### src/rtl/bw_postfix_sequencer.sv
// Decode-stage instruction queue: groups each instruction with up to three CON postfixes,
// presents the group to the decoder under valid/ready, and drops orphan postfixes.
module bw_postfix_sequencer #(
  parameter int         IW      = 40,
  parameter int         DEPTH   = 8,
  parameter int         OPLSB   = 0,
  parameter logic [5:0] CON1_OP = 6'h3D,
  parameter logic [5:0] CON2_OP = 6'h3E,
  parameter logic [5:0] CON3_OP = 6'h3F
) (
  input  logic                       clk_i,
  input  logic                       rst_ni,
  input  logic                       flush_i,
  input  logic                       fi_valid_i,
  input  logic [IW-1:0]              fi_ir_i,
  output logic                       fi_ready_o,
  output logic                       dv_o,
  input  logic                       dr_i,
  output logic [IW-1:0]              ir_o,
  output logic [IW-1:0]              ir1_o,
  output logic [IW-1:0]              ir2_o,
  output logic [IW-1:0]              ir3_o,
  output logic [1:0]                 ncon_o,
  output logic [$clog2(DEPTH):0]     occ_o,
  output logic                       err_orphan_o
);

  localparam int PW = $clog2(DEPTH);
  localparam int CW = PW + 1;

  logic [IW-1:0] mem [DEPTH];
  logic [PW-1:0] rd_ptr, wr_ptr;
  logic [CW-1:0] count;
  logic          err_q;

  logic [IW-1:0] ent [4];
  logic [3:0]    present, con;
  logic [1:0]    ncon;
  logic          tail_ok, orphan, complete, push;
  logic [2:0]    pop_n;

  function automatic logic is_con(input logic [5:0] op);
    return (op == CON1_OP) || (op == CON2_OP) || (op == CON3_OP);
  endfunction

  // Window of the four entries starting at the head; con[k] is only set for present entries.
  always_comb begin
    for (int k = 0; k < 4; k++) begin
      ent[k]     = mem[rd_ptr + PW'(k)];
      present[k] = count > CW'(k);
      con[k]     = present[k] && is_con(ent[k][OPLSB +: 6]);
    end
  end

  // NOTE: every always_comb output gets a default first so no path can infer a latch.
  always_comb begin
    ncon = 2'd0;
    if (con[1]) begin
      ncon = 2'd1;
      if (con[2]) begin
        ncon = 2'd2;
        if (con[3]) ncon = 2'd3;
      end
    end
    // The entry after the last postfix is either absent or a non-CON, so presence suffices.
    unique case (ncon)
      2'd0:    tail_ok = present[1];
      2'd1:    tail_ok = present[2];
      2'd2:    tail_ok = present[3];
      default: tail_ok = 1'b1;
    endcase
    orphan   = con[0];
    complete = present[0] && !con[0] && tail_ok;

    fi_ready_o = (count != CW'(DEPTH));
    push       = fi_valid_i && fi_ready_o && !flush_i;
    pop_n      = 3'd0;
    if (orphan)               pop_n = 3'd1;
    else if (complete && dr_i) pop_n = {1'b0, ncon} + 3'd1;
  end

  always_comb begin
    dv_o   = complete;
    ir_o   = complete               ? ent[0] : '0;
    ir1_o  = (complete && ncon > 0) ? ent[1] : '0;
    ir2_o  = (complete && ncon > 1) ? ent[2] : '0;
    ir3_o  = (complete && ncon > 2) ? ent[3] : '0;
    ncon_o = complete ? ncon : 2'd0;
    occ_o  = count;
    err_orphan_o = err_q;
  end

  // NOTE: sequential state uses non-blocking assignments so all registers update together.
  always_ff @(posedge clk_i or negedge rst_ni) begin
    if (!rst_ni) begin
      rd_ptr <= '0;
      wr_ptr <= '0;
      count  <= '0;
      err_q  <= 1'b0;
    end else if (flush_i) begin
      rd_ptr <= '0;
      wr_ptr <= '0;
      count  <= '0;
      err_q  <= 1'b0;
    end else begin
      rd_ptr <= rd_ptr + PW'(pop_n);
      if (push) wr_ptr <= wr_ptr + PW'(1);
      count  <= count + CW'(push) - CW'(pop_n);
      err_q  <= orphan;
    end
  end

  // NOTE: the storage array is not reset; count gates every read, so stale words are never seen.
  always_ff @(posedge clk_i) begin
    if (push) mem[wr_ptr] <= fi_ir_i;
  end

endmodule

### config.mk
export PLATFORM = sky130hd
export DESIGN_NAME = bw_postfix_sequencer
export DESIGN_NICKNAME = d
export VERILOG_FILES = /design/src/rtl/bw_postfix_sequencer.sv
export SDC_FILE = /design/constraint.sdc
export NUM_CORES = 1
export LEC_CHECK = 0
export CAP_MARGIN = 40
export CORE_MARGIN = 10
export CORE_UTILIZATION = 50
export CTS_CLUSTER_SIZE = 24
export DETAILED_ROUTE_END_ITERATION = 10
export PLACE_DENSITY_LB_ADDON = 0.08
export SLEW_MARGIN = 20
export SYNTH_ARGS = -nofsm -noshare
export SYNTH_HDL_FRONTEND = slang
export SYNTH_SLANG_ARGS = --single-unit
### constraint.sdc
create_clock -name clk_i -period 6.35 [get_ports clk_i]
set_input_delay 0.635 -clock clk_i [delete_from_list [all_inputs] [get_ports clk_i]]
set_output_delay 0.635 -clock clk_i [all_outputs]
set_load 0.1 [all_outputs]
-- Word level (Yosys, flattened, before mapping)
Memory sizes are Yosys's and may differ from the RTL's.
Index checks and enable logic that the tools add are counted.
W data, S select, Z words.
- equal/unequal tests: 15
- reduce and logical (&&, ||, !) cells: 24
- muxes and demuxes: 18
- magnitude comparators: 7
- add/sub/neg operators: 8
- operators with widths (cell ; number):
    $mux W40 ; 4
    $eq A6 B6 Y1 const B ; 12
    $mux W3 ; 5
    $logic_and A1 B1 Y1 ; 12
    $gt A4 B1 Y1 const B ; 2
    $gt A4 B2 Y1 const B ; 2
    $logic_or A1 B1 Y1 ; 8
    $add A3 B1 Y3 const B ; 2
    $add A3 B2 Y3 const B ; 2
    $mux W2 ; 3
    $add A4 B1 Y4 ; 1
    $gt A2 B1 Y1 const B ; 2
    $mux W1 ; 4
    $mux W4 ; 1
    $ne A4 B4 Y1 const B ; 1
    $sub A4 B3 Y4 ; 1
    $add A2 B1 Y3 const B ; 1
    $add A3 B3 Y3 ; 1
    $pmux W1 S3 ; 1
    $eq A2 B1 Y1 const B ; 1
    $eq A2 B2 Y1 const B ; 1
    $gt A2 B2 Y1 const B ; 1
    $logic_not A1 Y1 ; 2
    $logic_not A2 Y1 ; 1
    $reduce_bool A2 Y1 ; 1
- memory bits (writable): 320
- memories: 1
- flip-flop bits (word level): 11
- word-level logic and storage cells: 77
- input port bits: 45
- output and inout bits: 169
- memories (memory ; words ; width ; read ports ; clocked after Yosys merged registers in ; write ports ; RTL line ; text):
    mem ; 8 ; 40 ; 4 ; 0 ; 1 ; 31 ; logic [IW-1:0] mem [DEPTH];

-- Logic depth before layout (Yosys ltp)
Gate-level depths: netlist of run 1.
An unclocked memory read counts as a cell.
- depth in word-level cells: 17
- mapped depth: 19
- depth with buffers taken out: 15

-- Worst setup path after synthesis of run 1
OpenSTA, ideal clock, no wires.
- kind: register to output
- start: register rd_ptr[0]
- end: output ncon_o[0]
- path buffers: 4
- arrival: 5.428 ns
- setup slack: 0.287 ns
- data required time: 5.715 ns
- cell stages (with the launch flop): 12
- cell sequence: dfrtp_1 buf_4 inv_2 buf_2 buf_1 ha_1 buf_2 mux4_2 a32oi_1 a2111oi_4 nand2_1 a211oi_1
- cells in the longest elaborated chain, start to end: 13
- elaborated cells between the ends (all ways): 39
- those cells by class: 3 x add/sub; 14 x eq/ne; 5 x mux; 16 x reduce/logical; 1 x memory
- RTL lines (element ; RTL line ; text):
    from (decl) ; 32 ; logic [PW-1:0] rd_ptr, wr_ptr;
    from (signal assigned) ; 106 ; rd_ptr <= rd_ptr + PW'(pop_n);
    $add A3 B2 Y3 ; 49 ; ent[k] = mem[rd_ptr + PW'(k)];
    $mem_v2 Z8 W40 (*) ; -- ;
    $eq A6 B6 Y1 ; 43 ; return (op == CON1_OP) || (op == CON2_OP) || (op == CON3_OP);
    $logic_or A1 B1 Y1 (2 in series) ; 43 ;
    $logic_and A1 B1 Y1 ; 51 ; con[k] = present[k] && is_con(ent[k][OPLSB +: 6]);
    $mux W1 ; 62 ; if (con[3]) ncon = 2'd3;
    $mux W2 ; 60 ; if (con[2]) begin
    $mux W2 ; 58 ; if (con[1]) begin
    $eq A2 B2 Y1, or another cell as far along ; 66 ; unique case (ncon)
    $pmux W1 S3 ; 66 ;
    $logic_and A1 B1 Y1 ; 73 ; complete = present[0] && !con[0] && tail_ok;
    $mux W2 (*) ; 88 ; ncon_o = complete ? ncon : 2'd0;
    to (decl) ; 23 ; output logic [1:0] ncon_o,
Every way passes the cells marked *; elsewhere a longest branch is shown, timed or not.

-- Worst setup path in the final report of run 1
- start: register rd_ptr[1]
- end: output ir3_o[26]
- cells in the longest elaborated chain, start to end: 14
- elaborated cells between the ends (all ways): 41
- those cells by class: 3 x add/sub; 1 x order compare; 14 x eq/ne; 5 x mux; 17 x reduce/logical; 1 x memory
- RTL lines (element ; RTL line ; text):
    $add A3 B2 Y3 ; 49 ;
    $mem_v2 Z8 W40 (*) ; -- ;
    $eq A6 B6 Y1 ; 43 ;
    $logic_or A1 B1 Y1 (2 in series) ; 43 ;
    $logic_and A1 B1 Y1 ; 51 ;
    $mux W1 ; 62 ;
    $mux W2 ; 60 ;
    $mux W2 ; 58 ;
    $eq A2 B2 Y1, or another cell as far along ; 66 ;
    $pmux W1 S3 ; 66 ;
    $logic_and A1 B1 Y1 ; 73 ;
    $logic_and A1 B1 Y1 ; 87 ; ir3_o = (complete && ncon > 2) ? ent[3] : '0;
    $mux W40 (*) ; 87 ;
    to (decl) ; 22 ; output logic [IW-1:0] ir3_o,
Marked as above.

==> out/results.ini, run 1 <==
[yosys]
synth_cell_types=49
avgSynthCellArea_um2=15.86
syn-num-nets=1314
synth_edf_count=320
synth.yosys.warnings=0
post-synth-top-count-cell=edfxtp_1
syn_area_um2=19940
synth_flop_cell=edfxtp_1
synth_common_cells=edfxtp_1, mux4_2, mux2i_1
ys_seq_elements=331
ys_seq_area_frac=0.4957
syn_inst=1257
synth_top_cells_by_area=edfxtp_1, mux4_2, mux2i_1
synth_top_area_frac=0.4819
async_flop_share=0.03323
synth_top_cell_by_area=edfxtp_1

[critical_path]
critical_path_class=reg2out
regToRegStartpoint=rd_ptr[1]
ff2ff_path_depth=12
crit_required_ns=5.71
slowest_delay_ns=0.84
crit_top_cell=buf_4
cp-start-kind=register
worstPathArrival_ns=4.75
reg2reg_slack_ns=1.61
critPathCaptureType=primary output
worstReg2RegEnd=occ_o[3]
timing.critical_path.slowest_stage_cell=dfrtp_4
worst-path-buf-inv=4
critPathTopFamily=buffers and inverters
worstPathCellList=inv_1 > ha_4 > xnor2_2 > buf_4 > mux4_2 > mux2i_1 > o2111a_1 > nand4_1 > buf_4 > nor2_1 > buf_12
worstPathMaxFanout=43

[final_layout]
drive_gt1_frac=0.3800
nets=1494
fillers=2773
fin_area_um2=25650
area_delta_synth_final_pct=28.60
fin_cells=1984
finish.utilization=0.6485

[place]
routabilityCongestion=0.8852
dp_hpwl_um=37300
placed_cell_area_um2=24480
placedCellCount=1922
port_buffers=213

[timing]
period_share=0.8486
slew_headroom=0.3285
tns_ns=0
rsz0062_at_grt=false
finalSetupViolCount=0
fmax_mhz=185.6
slew_viol_final=0
finalClockSkew_ns=0.02128
worstMarginPinSlew_ns=1.007
finalHoldViolCount=0
min_period_ns=5.388

[clock_network]
clockRootBuffer=clkbuf_16
post_cts_buffers=0
cts_max_path_buffers=3
hold_buffers=0
clkTransAtPathRegs_ns=0.05
cts_made_buffers=37
cts_resized=0
cts_tree=yes
h-tree-depth=2
clkLatencyLatePin_ns=0.54
clock_sinks=331

[grt]
grt_pass1_wl_um=87240
use_met3=0.05238
grt-ovfl-total=0
use_met2=0.3916
gr-usage-all-layers=0.2398
antenna_found_initial=4
grt_pass1_vias=13440
use_met1=0.3178
top_usage_layer=met2
grt_max_degree=126

[power]
power.density_nw_per_um2=439.7
peakVddDrop_uv=405.6
p_leak_nw=8.225
finalPower_w=0.01128

[detailed_routing]
wl_um=57760
route.vias.total=13220
dr.pass1.iters=5
wl_per_cell_um=29.11
vias_per_cell=6.664
ant_nets=0
route.detailed.drc=0
drtIter0Drc=1463

[floorplan]
start_util=0.5042
core_area_um2=39550
io_pins=214
dieArea_um2=48270
die_w_um=219.7
die_h_um=219.7
rows=73

[hold_path]
hold_path.class=in2async

[status]
status=completed

[run]
maxCapViolCount=0

## placed cells by master, fill, tap and decap left out, types with 3 or more instances in the layout
cell             netlist  final
dfrtp_1               11      8
inv_1                 16     16
a211oi_1              16     16
o211ai_1               3      3
nor2_4                 0      6
xor2_1                 3      3
clkinv_2               0      4
clkdlybuf4s50_1        0     50
xnor2_1                4      3
a31oi_1                3      3
clkbuf_16              0     37
buf_12                 0    167
clkinv_1               0      4
bufinv_16              0      4
a21oi_1               36     36
nand3_1               10      9
clkbuf_1              44      8
nor2b_1                6      6
mux2i_1              134    134
nand3b_1               5      5
o2111ai_1              3      3
dfrtp_4                0      3
nand4_1                9      9
o21ai_0               13     13
edfxtp_1             320    320
nor2_1                80     74
nand2_1               77     75
nor3_1                78     76
mux2_2                12     12
buf_4                  7     30
mux4_2               263    263
buf_16                 0      9
ha_1                  10      9
## how the worst max path moves through the flow
stage	start	endpoint	slack (ns)	cells after the start
floorplan	rd_ptr[0]	ncon_o[0]	0.29	11
global placement	rd_ptr[1]	ir_o[0]	1.38	8
detailed placement	rd_ptr[1]	ir3_o[37]	1.51	11
CTS	rd_ptr[1]	ir3_o[37]	0.94	11
global route	rd_ptr[1]	ir3_o[37]	0.74	11
finish	rd_ptr[1]	ir3_o[26]	0.96	11
## through the flow
step	hold WS, ns	setup WS [ns]
finish	0.4847	0.9615
global route	0.5203	0.7410
CTS	0.4822	0.9356
detailed placement	0.5781	1.511
global placement	0.5736	1.384
floorplan	0.3394	0.2872
## power by group
| group | total (W) | switching (W) | leakage, nW | internal, W |
|---|---|---|---|---|
| logic | 0.00663 | 0.00386 | 4.64 | 0.00278 |
| registers | 0.00261 | 0.000113 | 3.03 | 0.00249 |
| clock network | 0.00204 | 0.000812 | 0.552 | 0.00123 |
| total | 0.0113 | 0.00478 | 8.22 | 0.00649 |
## registers in the layout, summed over array words and instances, names as in the netlist
name / count
err_orphan_o: 1
rd_ptr: 3
wr_ptr: 3
occ_o: 4
mem: 320
## cell families (layout without fill, tap and decap cells)
group                    count (synthesis)  after routing  synth area share
adder cells (fa/ha/maj)                 12             12          0.008282
other                                    0              1                 0
AO/OA/AOI/OAI                           88             88           0.02899
multiplexers                           409            409            0.3711
flip-flops                             331            331            0.4957
AND/OR/NAND/NOR                        276            276           0.06187
XOR/XNOR                                 8              8          0.003890
buffers and inverters                  133            334           0.03024
## per-layer routing
layer | wire length (um) | share of wire
met5 | 41 | 0.00071
met4 | 1508 | 0.026
met3 | 5517 | 0.096
met2 | 28540 | 0.49
met1 | 22160 | 0.38
## layout make-up
type                       count  area, um2  area share
antenna                        1      2.502  0.00009758
clock buffer                  45      955.9     0.03727
clock inverter                15      180.2    0.007025
inverter                      17      71.32    0.002781
multi-input combinational    793       9552      0.3724
sequential                   331       9896      0.3859
tap                          525      656.9     0.02561
timing repair buffer         257       4332      0.1689
## worst reg2reg max path, delay by kind of cell, from the launching register on
family	cells	cell delay, ns
compound gates	4	1.38
fa+ha+maj	3	1.01
flops	1	0.84
mux	1	0.62
xor+xnor	2	0.53
simple gates	2	0.22
(Power assumes the default switching activity.)
==> run 2: changes to the inputs <==
==> constraint.sdc (replaced) <==
create_clock -name clk_i -period 5.2 [get_ports clk_i]
set_input_delay 0.52 -clock clk_i [delete_from_list [all_inputs] [get_ports clk_i]]
set_output_delay 0.52 -clock clk_i [all_outputs]
set_load 0.1 [all_outputs]
==> run 2 against run 1 <==
Clock-buffer cell count down 4. Combinational power up 27%. Sequential share of layout area down 0.79 points. Routed wire length down 1.7%. Non-clock buffer count up 11. Via count up 0.40%. Sequential power up 21%. Flip-flop and latch count unchanged. Clock power up 19%. Final cell count up 0.86%. Highest routed layer unchanged. Worst hold slack worse by 0.16 ns.
==> out/results.ini, run 2 (synthesis results as in run 1) <==
[power]
p_sw_w=0.006055  ; +27%
sw_frac_of_total=0.4324  ; +0.008327
peakVddDrop_uv=611.5  ; +51%
finalPower_w=0.01400  ; +24%
p_int_w=0.007947  ; +22%
seqPwrFrac=0.225  ; -0.006
clockPowerShare=0.174  ; -0.007
power_frac_comb=0.601  ; +0.013
power.density_nw_per_um2=534.7  ; +22%
p_leak_nw=8.330  ; +1.3%

[detailed_routing]
route.vias.total=13280  ; +0.40%
dr.pass1.iters=5  ; unchanged
route.detailed.drc=0  ; unchanged
vias_per_cell=6.634  ; -0.45%
wl_per_cell_um=28.39  ; -2.5%
ant_nets=0  ; unchanged
wl_um=56810  ; -1.7%
drtIter0Drc=1396  ; -4.6%

[final_layout]
multiInputGateArea_um2=9972  ; +4.4%
largest_reg_flops=320  ; unchanged
layout_commonest_cell=edfxtp_1
drive_gt1_frac=0.4566  ; +0.07661
area_delta_synth_final_pct=31.31
fillers=2648  ; -4.5%
finish.utilization=0.6621  ; +0.01363
top_register=mem
seqCellArea_um2=9896  ; unchanged
fin_area_um2=26190  ; +2.1%
nets=1504  ; +0.67%
final_cell_mix=edfxtp_1, mux4_2, buf_12

[place]
dp_hpwl_um=37650  ; +0.92%
placed_cell_area_um2=25020  ; +2.2%
routabilityCongestion=0.9189  ; +3.8%
port_buffers=213  ; unchanged

[grt]
grt_pass1_wl_um=85950  ; -1.5%
top_usage_layer=met2
grt_max_degree=57  ; -55%
antenna_found_initial=4  ; unchanged
use_met2=0.4036  ; +0.01200
gr-usage-all-layers=0.2360  ; -0.003807
grt-ovfl-total=0  ; unchanged
use_met3=0.04100  ; -0.01138
use_met1=0.3100  ; -0.007864
grt_pass1_vias=13560  ; +0.89%

[critical_path]
worstPathArrival_ns=4.31  ; -0.44 ns
critical_path_class=reg2out
critPathCaptureType=primary output
worstReg2RegEnd=occ_o[3]
cp-start-kind=register
cp-endpoint=ir1_o[33]
ff2ff_path_depth=13  ; +1
crit_start=rd_ptr[0]
worstPathMaxFanout=46  ; +7.0%
regToRegStartpoint=rd_ptr[0]
crit_required_ns=4.68  ; -1.03 ns
reg2reg_slack_ns=0.89  ; -0.72 ns

[clock_network]
clkTransAtPathRegs_ns=0.06  ; about the same
h-tree-depth=2  ; unchanged
clkLatencyLatePin_ns=0.53  ; about the same
cts_max_path_buffers=3  ; unchanged
clockRootBuffer=clkbuf_16
cts_made_buffers=36  ; -2.7%
clock_sinks=331  ; unchanged
cts_tree=yes

[floorplan]
start_util=0.5042  ; unchanged
io_pins=214  ; unchanged
die_h_um=219.7  ; unchanged
core_area_um2=39550  ; unchanged
rows=73  ; unchanged
dieArea_um2=48270  ; unchanged
die_w_um=219.7  ; unchanged

[timing]
rsz0062_at_grt=false
finalHoldViolCount=0  ; unchanged
period_share=0.9293
tns_ns=0  ; unchanged
worst_hold_slack_ns=0.3282  ; -0.1565 ns
fmax_mhz=206.9
min_period_ns=4.832
finalClockSkew_ns=0.01108  ; -0.01020 ns
slew_viol_final=0  ; unchanged
worstMarginPinSlew_ns=0.8503  ; -0.1569 ns
finalSetupViolCount=0  ; unchanged
slew_headroom=0.4297  ; +0.1012

[run]
maxCapViolCount=0  ; unchanged

[status]
status=completed

[hold_path]
hold_path.class=in2async

## run 2: worst max-delay path, stage by stage (launching register included)
cell	delay [ns]
dfrtp_4	0.47
buf_6	0.41
mux4_2	0.56
mux2i_1	0.34
nor4_2	0.14
nand2_1	0.29
nand2_2	0.32
buf_4	0.31
buf_4	0.24
nor3_1	0.42
buf_12	0.23
## run 2: through the flow
step	worst slack (ns)	cells
2_1_floorplan	-0.7431	1257
3_3_place_gp	0.7071	1916
3_5_place_dp	0.6774	1932
4_1_cts	0.1509	1997
5_1_grt	0.1649	2001
6_report	0.3676	2001
## run 2: worst min-delay path by stage
| stage | endpoint | startpoint | slack (ns) | depth (start not counted) |
|---|---|---|---|---|
| global route | err_orphan_o | rst_ni | 0.37 | 1 |
| global placement | wr_ptr[0] | wr_ptr[0] | 0.56 | 2 |
| floorplan | err_orphan_o | rst_ni | 0.22 | 0 |
| finish | occ_o[2] | rst_ni | 0.33 | 1 |
| CTS | occ_o[2] | rst_ni | 0.34 | 1 |
| detailed placement | wr_ptr[0] | wr_ptr[0] | 0.59 | 2 |
## run 2: power groups by stage
stage | clock network, W | logic, W | registers, W
floorplan | 0 | 0.00596 | 0.00325
global placement | 0 | 0.00825 | 0.00320
detailed placement | 0 | 0.00845 | 0.00320
CTS | 0.00246 | 0.00847 | 0.00315
global route | 0.00259 | 0.00884 | 0.00316
finish | 0.00243 | 0.00842 | 0.00315
## run 2: layout make-up
cell class,count,area share
diodes,2,0.0001911
well taps,525,0.02509
clock buffers,41,0.03593
repair buffers,268,0.1703
clock inverters,24,0.007072
inverters,17,0.002724
flip-flops and latches,331,0.3779
multi-input cells,793,0.3808
## run 2: routing by layer
layer	wire length, um	vias to the layer above
met5	26	-
met4	1158	4
met3	4895	105
met2	29290	694
met1	21440	6862
li1	-	5610
## run 2: what timing repair did
action / in CTS / in global routing
hold endpoints to repair: 0 / 0
resized for setup: 0 / 2
setup buffers: 0 / 2
hold buffers: 0 / 0
endpoints found under the setup margin: 0 / 42
==> run 3: changes to the inputs <==
--- a/config.mk
+++ b/config.mk
@@ -11,6 +11,7 @@
 export CTS_CLUSTER_SIZE = 24
 export DETAILED_ROUTE_END_ITERATION = 10
 export PLACE_DENSITY_LB_ADDON = 0.08
+export SKIP_LAST_GASP = 1
 export SLEW_MARGIN = 20
 export SYNTH_ARGS = -nofsm -noshare
 export SYNTH_HDL_FRONTEND = slang
==> results of run 3 <==
No change in the layout: final DEF, timing and power equal those of run 2.
